--- config.mk ---
export PLATFORM = sky130hd
export DESIGN_NAME = branch_resolve_tx
export DESIGN_NICKNAME = d
export VERILOG_FILES = /design/src/rtl/branch_resolve_tx.sv
export SDC_FILE = /design/constraint.sdc
export NUM_CORES = 1
export LEC_CHECK = 0
export CAP_MARGIN = 20
export CORE_AREA = 2 2 55 77
export CTS_CLUSTER_SIZE = 20
export DETAILED_ROUTE_END_ITERATION = 8
export DIE_AREA = 0 0 57 79
export DONT_BUFFER_PORTS = 1
export GPL_TIMING_DRIVEN = 0
export PLACE_DENSITY = 0.71
export SYNTH_ARGS = -nofsm -noshare
export SYNTH_HDL_FRONTEND = slang
export SYNTH_SLANG_ARGS = --single-unit
--- constraint.sdc ---
create_clock -name clk -period 1.81 [get_ports clk]
set_input_delay 0.181 -clock clk [delete_from_list [all_inputs] [get_ports clk]]
set_output_delay 0.181 -clock clk [all_outputs]
set_load 0.05 [all_outputs]
--- src/rtl/branch_resolve_tx.sv ---
// ---------------------------------------------------------------------------
// branch_resolve_tx
//
// Collects resolved conditional branches from the execute stage into a window
// of up to seven and reports them to the branch-prediction front end as one
// 42-bit packet. A mispredict closes the window immediately with a correction
// packet. Otherwise the window closes with a commit packet when it fills or
// when it has sat idle for IDLE_LIMIT cycles. At most one packet is
// outstanding: the block stops accepting resolves until the front end frees
// that packet.
//
// Packet layout (o_data_42):
//   [41]    mispredict flag
//   [40:38] branches retired by this packet (1..7)
//   [37:35] window index of the mispredicted branch (0 for commits)
//   [34:32] zero
//   [31:0]  correct next PC (0 for commits)
//
// Ports:
//   clk          clock, rising edge
//   rst          asynchronous reset, active low
//   i_resValid   resolved branch offered by the execute stage
//   i_resTaken   actual direction
//   i_predTaken  predicted direction
//   i_resPc_32   correct next PC of the resolved branch
//   o_resReady   resolve accepted when i_resValid and o_resReady are both high
//   o_drive      one-cycle pulse marking a new packet on o_data_42
//   o_data_42    registered packet, stable until freed
//   i_free       one-cycle pulse: front end consumed the packet
// ---------------------------------------------------------------------------
module branch_resolve_tx #(
    parameter int IDLE_LIMIT = 15
) (
    input  logic        clk,
    input  logic        rst,
    input  logic        i_resValid,
    input  logic        i_resTaken,
    input  logic        i_predTaken,
    input  logic [31:0] i_resPc_32,
    output logic        o_resReady,
    output logic        o_drive,
    output logic [41:0] o_data_42,
    input  logic        i_free
);

    // Wide enough to hold IDLE_LIMIT without wrapping.
    localparam int IW = (IDLE_LIMIT < 2) ? 1 : $clog2(IDLE_LIMIT + 1);
    // The timeout fires on the idle cycle that would bring the count to
    // IDLE_LIMIT, so the packet is driven the cycle after that idle cycle.
    localparam logic [IW-1:0] IDLE_LAST = IW'(IDLE_LIMIT - 1);

    typedef enum logic {
        ACCUM = 1'b0,
        SEND  = 1'b1
    } state_e;

    state_e          state_q, state_d;
    logic [2:0]      cnt_q, cnt_d;
    logic [IW-1:0]   idle_q, idle_d;
    logic            drive_q, drive_d;
    logic            ready_q, ready_d;
    logic [41:0]     data_q, data_d;

    logic [2:0]      cnt_inc;
    logic            mispredict;

    assign cnt_inc    = cnt_q + 3'd1;
    assign mispredict = i_resTaken != i_predTaken;

    always_comb begin
        state_d = state_q;
        cnt_d   = cnt_q;
        idle_d  = idle_q;
        data_d  = data_q;
        drive_d = 1'b0;

        unique case (state_q)
            ACCUM: begin
                if (i_resValid) begin
                    // An accept always clears the idle run, even on the
                    // cycle the timeout would otherwise fire.
                    idle_d = '0;
                    if (mispredict) begin
                        data_d  = {1'b1, cnt_inc, cnt_q, 3'b000, i_resPc_32};
                        cnt_d   = 3'd0;
                        state_d = SEND;
                        drive_d = 1'b1;
                    end else if (cnt_q == 3'd6) begin
                        data_d  = {1'b0, 3'd7, 3'd0, 3'b000, 32'd0};
                        cnt_d   = 3'd0;
                        state_d = SEND;
                        drive_d = 1'b1;
                    end else begin
                        cnt_d = cnt_inc;
                    end
                end else if (cnt_q == 3'd0) begin
                    idle_d = '0;
                end else if (idle_q == IDLE_LAST) begin
                    data_d  = {1'b0, cnt_q, 3'd0, 3'b000, 32'd0};
                    cnt_d   = 3'd0;
                    idle_d  = '0;
                    state_d = SEND;
                    drive_d = 1'b1;
                end else begin
                    idle_d = idle_q + 1'b1;
                end
            end

            SEND: begin
                // i_free may arrive with the drive pulse itself.
                if (i_free) begin
                    state_d = ACCUM;
                end
            end

            default: begin
                state_d = ACCUM;
            end
        endcase

        // Ready tracks the state it will describe, so it rises the same
        // cycle the block is back in ACCUM.
        ready_d = (state_d == ACCUM);
    end

    always_ff @(posedge clk or negedge rst) begin
        if (!rst) begin
            state_q <= ACCUM;
            cnt_q   <= 3'd0;
            idle_q  <= '0;
            drive_q <= 1'b0;
            ready_q <= 1'b1;
            data_q  <= 42'd0;
        end else begin
            state_q <= state_d;
            cnt_q   <= cnt_d;
            idle_q  <= idle_d;
            drive_q <= drive_d;
            ready_q <= ready_d;
            data_q  <= data_d;
        end
    end

    assign o_resReady = ready_q;
    assign o_drive    = drive_q;
    assign o_data_42  = data_q;

endmodule

# Word-level counts from Yosys, hierarchy flattened
# Index checks and enable logic that the tools add are counted.
# Widths: inputs -> output; s select.
# word_totals
elab_cells,40
ff_bits,52
input_bits,38
output_inout_bits,44
# op_classes
eq_ne,5
reduce_logical,4
add_sub_neg,2
bitwise_logic,2
n_mux,21
# ops
cell,n
$mux 42,5
$mux 3,5
$mux 4,3
$mux 1,7
$add 4x1->4 const B,1
$eq 4x4->1 const B,1
$reduce_and 4->1,1
$add 3x1->3 const B,1
$eq 3x3->1 const B,1
$logic_not 3->1,1
$ne 3x1->1 const B,1
$reduce_and 3->1,1
$ne 2x2->1 const B,1
$not 1->1,2
$pmux 1 s2,1
$reduce_bool 2->1,1
$ne 1x1->1,1

# Depth between registers and ports, before layout
# Gate-level depths: netlist (run 1).
# logic_depth
ltp_word,6
ltp_mapped,8
depth_no_buf,7

# Worst setup path after synthesis (run 1)
# No wires, ideal clock.
# synth_timing
kind,reg-to-reg
from,register idle_q[0]
to,"register data_q[37], in the netlist o_data_42[37]"
synth_period_minus_slack_ps,1731
slack_ps,79
stages_incl_launch_ff,9
required_ps,1689
t_arrival_ps,1610
setup_ps,121
path_buffers,2
path_cell_list,dfrtp_1 > inv_1 > ha_1 > a31oi_1 > a211oi_4 > nand2_2 > buf_6 > buf_6 > a22o_1
# synth_via
elab_chain_len,3
# synth_lines
element,line,text
"start, declared",59,"logic [IW-1:0] idle_q, idle_d;"
"start signal, assigned",137,idle_q <= idle_d;
$eq 4x4->1,98,end else if (idle_q == IDLE_LAST) begin
$reduce_bool 2->1 (no line),n/a,
$reduce_and 4->1 (no line),n/a,
"end signal, assigned",140,data_q <= data_d;
"end, declared",62,"logic [41:0] data_q, data_d;"
# No other way between the ends.
# A chain may end at the register's enable or synchronous reset.

# Worst setup path in the final report (run 1)
# layout_timing
from,register cnt_q[0]
to,"register data_q[24], in the netlist o_data_42[24]"
# layout_via
elab_chain_len,3
elab_cells_between_ends,5
cone_classes,eq/ne (3); reduce/logical (2)
# layout_lines
element,line,text
"start, declared",58,"logic [2:0] cnt_q, cnt_d;"
"start signal, assigned",136,cnt_q <= cnt_d;
$eq 3x3->1 or $logic_not 3->1 (tied branches),"88, 96",
$ne 3x1->1 (no line) or $ne 2x2->1 (tied branches),n/a,
$reduce_and 4->1 (no line) (*),n/a,
# Every way passes the cells marked *; elsewhere a longest branch is shown, timed or not.

==> reports/metrics.yaml, run 1 <==
setup_path:
  worst_setup_path_end_kind: "flop"
  crit_path_start: "cnt_q[0]"
  crit_path_max_incr_delay_ps: 410
  arrival_time_of_data_at_the_critical_path_endpoint_ps: 1970
  critPathLaunchType: "flop"
  critPathRequiredTime_ps: 1990
  type_of_the_setup_path_with_the_least_slack: "flop to flop"
  timing.critical_path.slowest_stage_cell: "dfrtp_1"
  cp_cell_sequence: "inv_1 > ha_1 > a211oi_4 > nand2_2 > buf_6 > buf_6 > a22o_1"
  cpMostUsedCell: "buf_6"
  worst_reg2reg_path_startpoint: "cnt_q[0]"
  timing.critical_path.fanout_max: 10
pwr:
  power.density_cell_area_nw_per_um2: 2159
  static-leakage-power_nw: 1.066
  vdd_ir_drop_max_mv: 1.446
route:
  final_routed_wire_length_divided_by_cell_count_um: 19.11
  detailroute.via_count: 1329
  detailroute.wirelength.met3_um: 266
  final_antenna_net_count: 0
  route.detailed.drc: 0
  top_layer: "met4"
  detailedRoute.firstIterationViolations: 51
  met2_wirelength_mm: 2.320
  viasPerCell: 6.068
  detail_route.wirelength.met1_mm: 1.537
  first_pass_drt_iterations: 4
  drt_wl_total_mm: 4.184
synth:
  synth-async-reset-ratio_pct: 100.0
  synth-xor-area-share_pct: 0.8706
  synth_most_common_cell: "dfrtp_1"
  mux_contribution_to_synthesized_area_pct: 2.612
  synthesized_area_fraction_occupied_by_ao_oa_aoi_and_oai_cells_pct: 21.33
  syn-cell-area_um2: 2012
  yosys_most_used_dff: "dfrtp_1"
  netlist_top_cells_count: "48 x dfrtp_1, 34 x a22o_1, 11 x o21ai_0"
  netlist.top_cell.by_area: "dfrtp_1"
  synth_top_cells_by_area: "dfrtp_1 60%, a22o_1 15%, ha_1 3.1%"
  synth-adder-area-share_pct: 3.109
  synth-simple-area-share_pct: 4.540
  yosysWarningCount: 0
  post_synth_num_cell_types: 31
  dominant_combinational_cell_family_by_area_after_synthesis: "compound AO/OA/AOI/OAI gates"
  ys_seq_area_share_pct: 61.01
  postSynthRegisterBits: 49
  synth_cells: 156
  synth-edff-count: 0
  syn-mean-instance-area_um2: 12.90
  synth_top_area_share_pct: 59.70
sta:
  finalWorstSetupSlack_ps: 19.71
  holdWs_ps: 11.52
  final.period_utilization_pct: 98.91
  drv_slew: 0
  timing.fmax_mhz: 558.6
  timing.final.setup_violations: 0
  period_needed_ps: 1790
  worst_slew_slack_as_a_fraction_of_its_limit_pct: 66.62
  final_hold_viol_count: 0
  skew_ps: 2.820
  worst-slew-pin-transition_ps: 500.6
layout:
  layout.nets: 218
  final_area_um2: 2268
  share_of_layout_cells_above_drive_strength_1_pct: 17.61
  layout_stage_area_growth_over_the_synthesis_result_pct: 12.75
  finalNonFillerCells: 219
  diodes: 0
cts:
  tritoncts_num_sinks: 49
  tritoncts: "built"
  worst_skew_pair.late_latency_ps: 290
  register_clock_pin_slew_on_the_reported_worst_setup_and_hold_paths_ps: 80
  h-tree-depth: 2
  clock_root_buffer: "clkbuf_8"
  cts_buffers: 5
  clk_path_buf_depth: 2
floorplan:
  placement_rows: 27
  core_area_um2: 3851
  starting_density_of_the_core_pct: 52.24
  ios: 82
  die_wd_um: 57
  design.die.area_um2: 4503
  floorplan.die.height_um: 79
placement:
  routabilityCongestion: 0.7054
  portBuffers: 0
  placed_area_um2: 2073
  dp.cells: 201
  post-dp-hpwl_mm: 2.945
  placement.setup.worst_slack_ps: -97.24
status:
  result_of_the_run: "complete, no violations"
global_route:
  grt_antenna_before_repair: 0
  first_global_vias: 1352
  global_route.overflow_total: 0
  grt_start_max_net_pins: 50
  grt_first_pass_wirelength_mm: 6.354
  global_routing_usage_summed_across_all_routing_layers_pct: 18.26
flow_run:
  max-cap-violations: 0
hold_path:
  worstHoldPathType: "input port to flop"
  hold_path.startpoint: "i_resPc_32[2]"
-- path summary, 6_finish.rpt --
path,slack [ps],to,cells past startpoint
worst min-delay path,10,o_data_42[2],1
max in group asynchronous,1160,o_resReady,2
worst min register to register,560,idle_q[3],2
min in group asynchronous,380,o_data_42[3],2
worst max register to register,20,o_data_42[24],7
worst max-delay path,20,o_data_42[24],7
-- registers in the layout, summed over array words and instances (netlist names) --
name	count
cnt_q	3
state_q	1
o_data_42	39
o_resReady	1
o_drive	1
idle_q	4
-- cells in the final DEF, fill, tap and decap left out --
| cell | count |
|---|---|
| a211oi_4 | 1 |
| a21o_1 | 1 |
| a21oi_1 | 2 |
| a22o_1 | 34 |
| a31oi_2 | 1 |
| and3_1 | 2 |
| buf_16 | 1 |
| buf_2 | 3 |
| buf_4 | 9 |
| buf_6 | 4 |
| clkbuf_1 | 4 |
| clkbuf_8 | 5 |
| clkinvlp_4 | 1 |
| conb_1 | 3 |
| dfrtp_1 | 48 |
| dfstp_2 | 1 |
| dlygate4sd3_1 | 4 |
| ha_1 | 5 |
| inv_1 | 7 |
| inv_2 | 1 |
| mux2_2 | 2 |
| mux2i_1 | 3 |
| nand2_1 | 7 |
| nand2_2 | 1 |
| nand2b_1 | 1 |
| nand3_1 | 5 |
| nor2_1 | 1 |
| nor2_2 | 1 |
| nor3_1 | 1 |
| o2111ai_1 | 1 |
| o21a_1 | 1 |
| o21ai_0 | 11 |
| o2bb2ai_1 | 1 |
| o31ai_1 | 1 |
| xnor2_1 | 1 |
| xor2_1 | 1 |
-- kinds of logic (layout without fill, tap and decap cells) --
logic type	Yosys count	in the layout
AOI/OAI and AO/OA	54	54
DFF	49	49
buffers and inverters	21	39
and+or+nand+nor	19	19
adders and majority gates	5	5
muxes	5	5
xor gates and xnor gates	2	2
other	1	3
-- routing by layer --
| metal | vias up | GRT usage (%) |
|---|---|---|
| met2 | 44 | 32.18 |
| li1 | 592 | - |
| met5 | - | 0 |
| met4 | 0 | 6.977 |
| met1 | 688 | 20.39 |
| met3 | 5 | 5.537 |
-- timing repair --
action | 4_1_cts | 5_1_grt
buffers inserted | 1 | 4
hold buffers | 3 | 2
setup endpoints to repair | 30 | 29
resized for setup | 0 | 2
endpoints found under the hold margin | 51 | 2
pin swaps | 1 | 0
-- final cells by class --
class / count / area, µm²
plain buffers: 13 / 97.59
repair buffers: 10 / 105.1
multi-input cells: 88 / 670.6
well taps: 43 / 53.80
clock inverters: 1 / 7.507
fillers: 338 / 1583
inverters: 8 / 30.03
flip-flops and latches: 49 / 1227
clock buffers: 7 / 76.32
-- worst max-delay path: cells and delay by family (launching register included) --
kind	cells	cell delay, ps
AO/OA/AOI/OAI	2	480
adder cells (fa/ha/maj)	1	260
buffers and inverters	3	400
flip-flops	1	410
AND/OR/NAND/NOR	1	110
-- power breakdown --
part           internal (mW)  switching [mW]
clock network          0.274           0.339
logic                  0.498           0.415
registers               1.53            1.85
-- stage by stage --
step                util [%]  setup TNS, ps  total power [mW]
global route           58.90         -905.2             5.106
CTS                    57.44              0             4.863
floorplan                  -              0             3.974
detailed placement     53.83          -2597             4.211
finish                 58.90              0             4.897
global placement       53.83          -1019             4.141
Power figures use the tool's default switching activity.
==> run 2: changes to the inputs <==
--- a/config.mk
+++ b/config.mk
@@ -6,13 +6,13 @@
 export NUM_CORES = 1
 export LEC_CHECK = 0
 export CAP_MARGIN = 20
-export CORE_AREA = 2 2 55 77
+export CORE_AREA = 2 2 75 70
 export CTS_CLUSTER_SIZE = 20
 export DETAILED_ROUTE_END_ITERATION = 8
-export DIE_AREA = 0 0 57 79
+export DIE_AREA = 0 0 77 72
 export DONT_BUFFER_PORTS = 1
 export GPL_TIMING_DRIVEN = 0
-export PLACE_DENSITY = 0.71
+export PLACE_DENSITY = 0.59
 export SYNTH_ARGS = -nofsm -noshare
 export SYNTH_HDL_FRONTEND = slang
 export SYNTH_SLANG_ARGS = --single-unit
==> run 2 against run 1 <==
Non-clock buffer count increased by 3. Largest cell class unchanged. Fmax increased by 4.4%. Via count increased by 2.0%. Clock power increased by 3.9%. Design area increased by 3.1%. Sequential power about the same. Critical path type unchanged.
==> reports/metrics.yaml, run 2 (synthesis results as in run 1) <==
floorplan:
  starting_density_of_the_core_pct: 42.41
  core_area_um2: 4745
  design.die.area_um2: 5544
  die_wd_um: 77
  placement_rows: 24
  ios: 82
  floorplan.die.height_um: 72
setup_path:
  cpMostUsedCell: "inv_1"
  cp_cell_sequence: "inv_1 > ha_1 > a211oi_4 > nand2_2 > inv_1 > mux2_2"
  critPathRequiredTime_ps: 1990
  type_of_the_setup_path_with_the_least_slack: "flop to flop"
  timing.critical_path.fanout_max: 5
  timing.critical_path.slowest_stage_cell: "dfrtp_1"
  worst_setup_path_end_kind: "flop"
  critPathLaunchType: "flop"
  crit_path_max_incr_delay_ps: 400
  arrival_time_of_data_at_the_critical_path_endpoint_ps: 1900
sta:
  drv_slew: 0
  skew_ps: 9.007
  period_needed_ps: 1715
  final.period_utilization_pct: 94.76
  holdWs_ps: 7.795
  worst_slew_slack_as_a_fraction_of_its_limit_pct: 65.94
  setup-tns-final_ps: 0
  final_hold_viol_count: 0
  timing.fmax_mhz: 583.1
  timing.final.setup_violations: 0
  worst-slew-pin-transition_ps: 510.9
  finalWorstSetupSlack_ps: 94.93
hold_path:
  worstHoldPathType: "input port to flop"
cts:
  h-tree-depth: 2
  tritoncts_num_sinks: 49
  worst_skew_pair.late_latency_ps: 300
  clock_root_buffer: "clkbuf_8"
  cts_buffers: 5
  clk_path_buf_depth: 2
  register_clock_pin_slew_on_the_reported_worst_setup_and_hold_paths_ps: 90
  tritoncts: "built"
placement:
  post-dp-hpwl_mm: 3.006
  routabilityCongestion: 0.7730
  placed_area_um2: 2101
  portBuffers: 0
  dp.cells: 223
  placement.setup.worst_slack_ps: -51.32
pwr:
  power.density_cell_area_nw_per_um2: 2093
  static-leakage-power_nw: 1.085
  vdd_ir_drop_max_mv: 0.7037
  p_total_mw: 4.895
route:
  final_routed_wire_length_divided_by_cell_count_um: 17.87
  detail_route.wirelength.met1_mm: 1.833
  viasPerCell: 5.553
  final_antenna_net_count: 0
  top_layer: "met4"
  met2_wirelength_mm: 2.126
  detailroute.via_count: 1355
  route.detailed.drc: 0
  drt_wl_total_mm: 4.360
  detailroute.wirelength.met3_um: 300
  detailedRoute.firstIterationViolations: 50
  first_pass_drt_iterations: 4
layout:
  share_of_layout_cells_above_drive_strength_1_pct: 16.76
  largest_reg_flops: 39
  layout_stage_area_growth_over_the_synthesis_result_pct: 16.23
  diodes: 0
  nFillCells: 419
  fin_util_pct: 49.29
  final_area_um2: 2338
  layout.cells.most_common: "dfrtp_1"
  layout.nets: 221
  layout_common_cells: "47 x dfrtp_1, 34 x a22o_1, 11 x o21ai_0"
  finalNonFillerCells: 244
global_route:
  grt_antenna_before_repair: 0
  global_route.overflow_total: 0
  first_global_vias: 1379
  grt_first_pass_wirelength_mm: 6.879
  grt_start_max_net_pins: 50
  global_routing_usage_summed_across_all_routing_layers_pct: 15.82
flow_run:
  max-cap-violations: 0
status:
  result_of_the_run: "complete, no violations"
[run 2: changes by cell type in the layout (fill, tap and decap cells not counted), sizes merged]
cell,change
dlygate4sd3,+6
buf,-2
clkbuf,-2
clkinv,+1
clkinvlp,-1
inv,+1
[run 2: worst paths after layout]
kind	to	slack, ps	cells past startpoint	start
worst min register to register	idle_q[0]	550	2	idle_q[0]
worst min-delay path	o_data_42[8]	8	1	i_resPc_32[8]
min in group asynchronous	o_data_42[29]	380	2	rst
worst max register to register	o_data_42[39]	90	6	cnt_q[0]
worst max-delay path	o_data_42[39]	90	6	cnt_q[0]
max in group asynchronous	o_resReady	1140	2	rst
[run 2: worst max-delay path, delay by kind of cell, from the launching register on]
family,cells,cell delay (ps)
AO/OA/AOI/OAI,1,240
AND/OR/NAND/NOR,1,90
flip-flops,1,400
buffers and inverters,2,280
adder cells (fa/ha/maj),1,250
multiplexers,1,360
[run 2: layer usage]
layer / track usage (%) / vias to the layer above
li1: - / 597
met1: 20.23 / 688
met2: 25.34 / 60
met3: 5.348 / 10
met4: 5.952 / 0
met5: 0 / -
[run 2: layout make-up]
cell class              count  area, µm²  area share, %
multi-input cells          88      670.6          28.68
well taps                  65      81.33          3.478
clock buffers               6      72.57          3.103
plain buffers              13      98.84          4.227
inverters                   8      30.03          1.284
repair buffers             13      142.6          6.100
clock inverters             2      13.76         0.5886
flip-flops and latches     49       1229          52.54
[run 2: power breakdown]
part	internal (mW)	leakage (nW)	switching [mW]	total (mW)
clock	0.276	0.0456	0.361	0.637
sequential	1.53	0.616	1.85	3.38
combinational	0.478	0.423	0.400	0.878
total	2.28	1.08	2.61	4.89
[run 2: timing repair]
| action | in CTS | in global routing |
|---|---|---|
| pin swaps | 1 | 0 |
| buffers inserted | 1 | 1 |
| setup endpoints to repair | 30 | 21 |
| hold buffers | 8 | 3 |
| gates resized for setup | 0 | 5 |
| endpoints found under the hold margin | 55 | 3 |
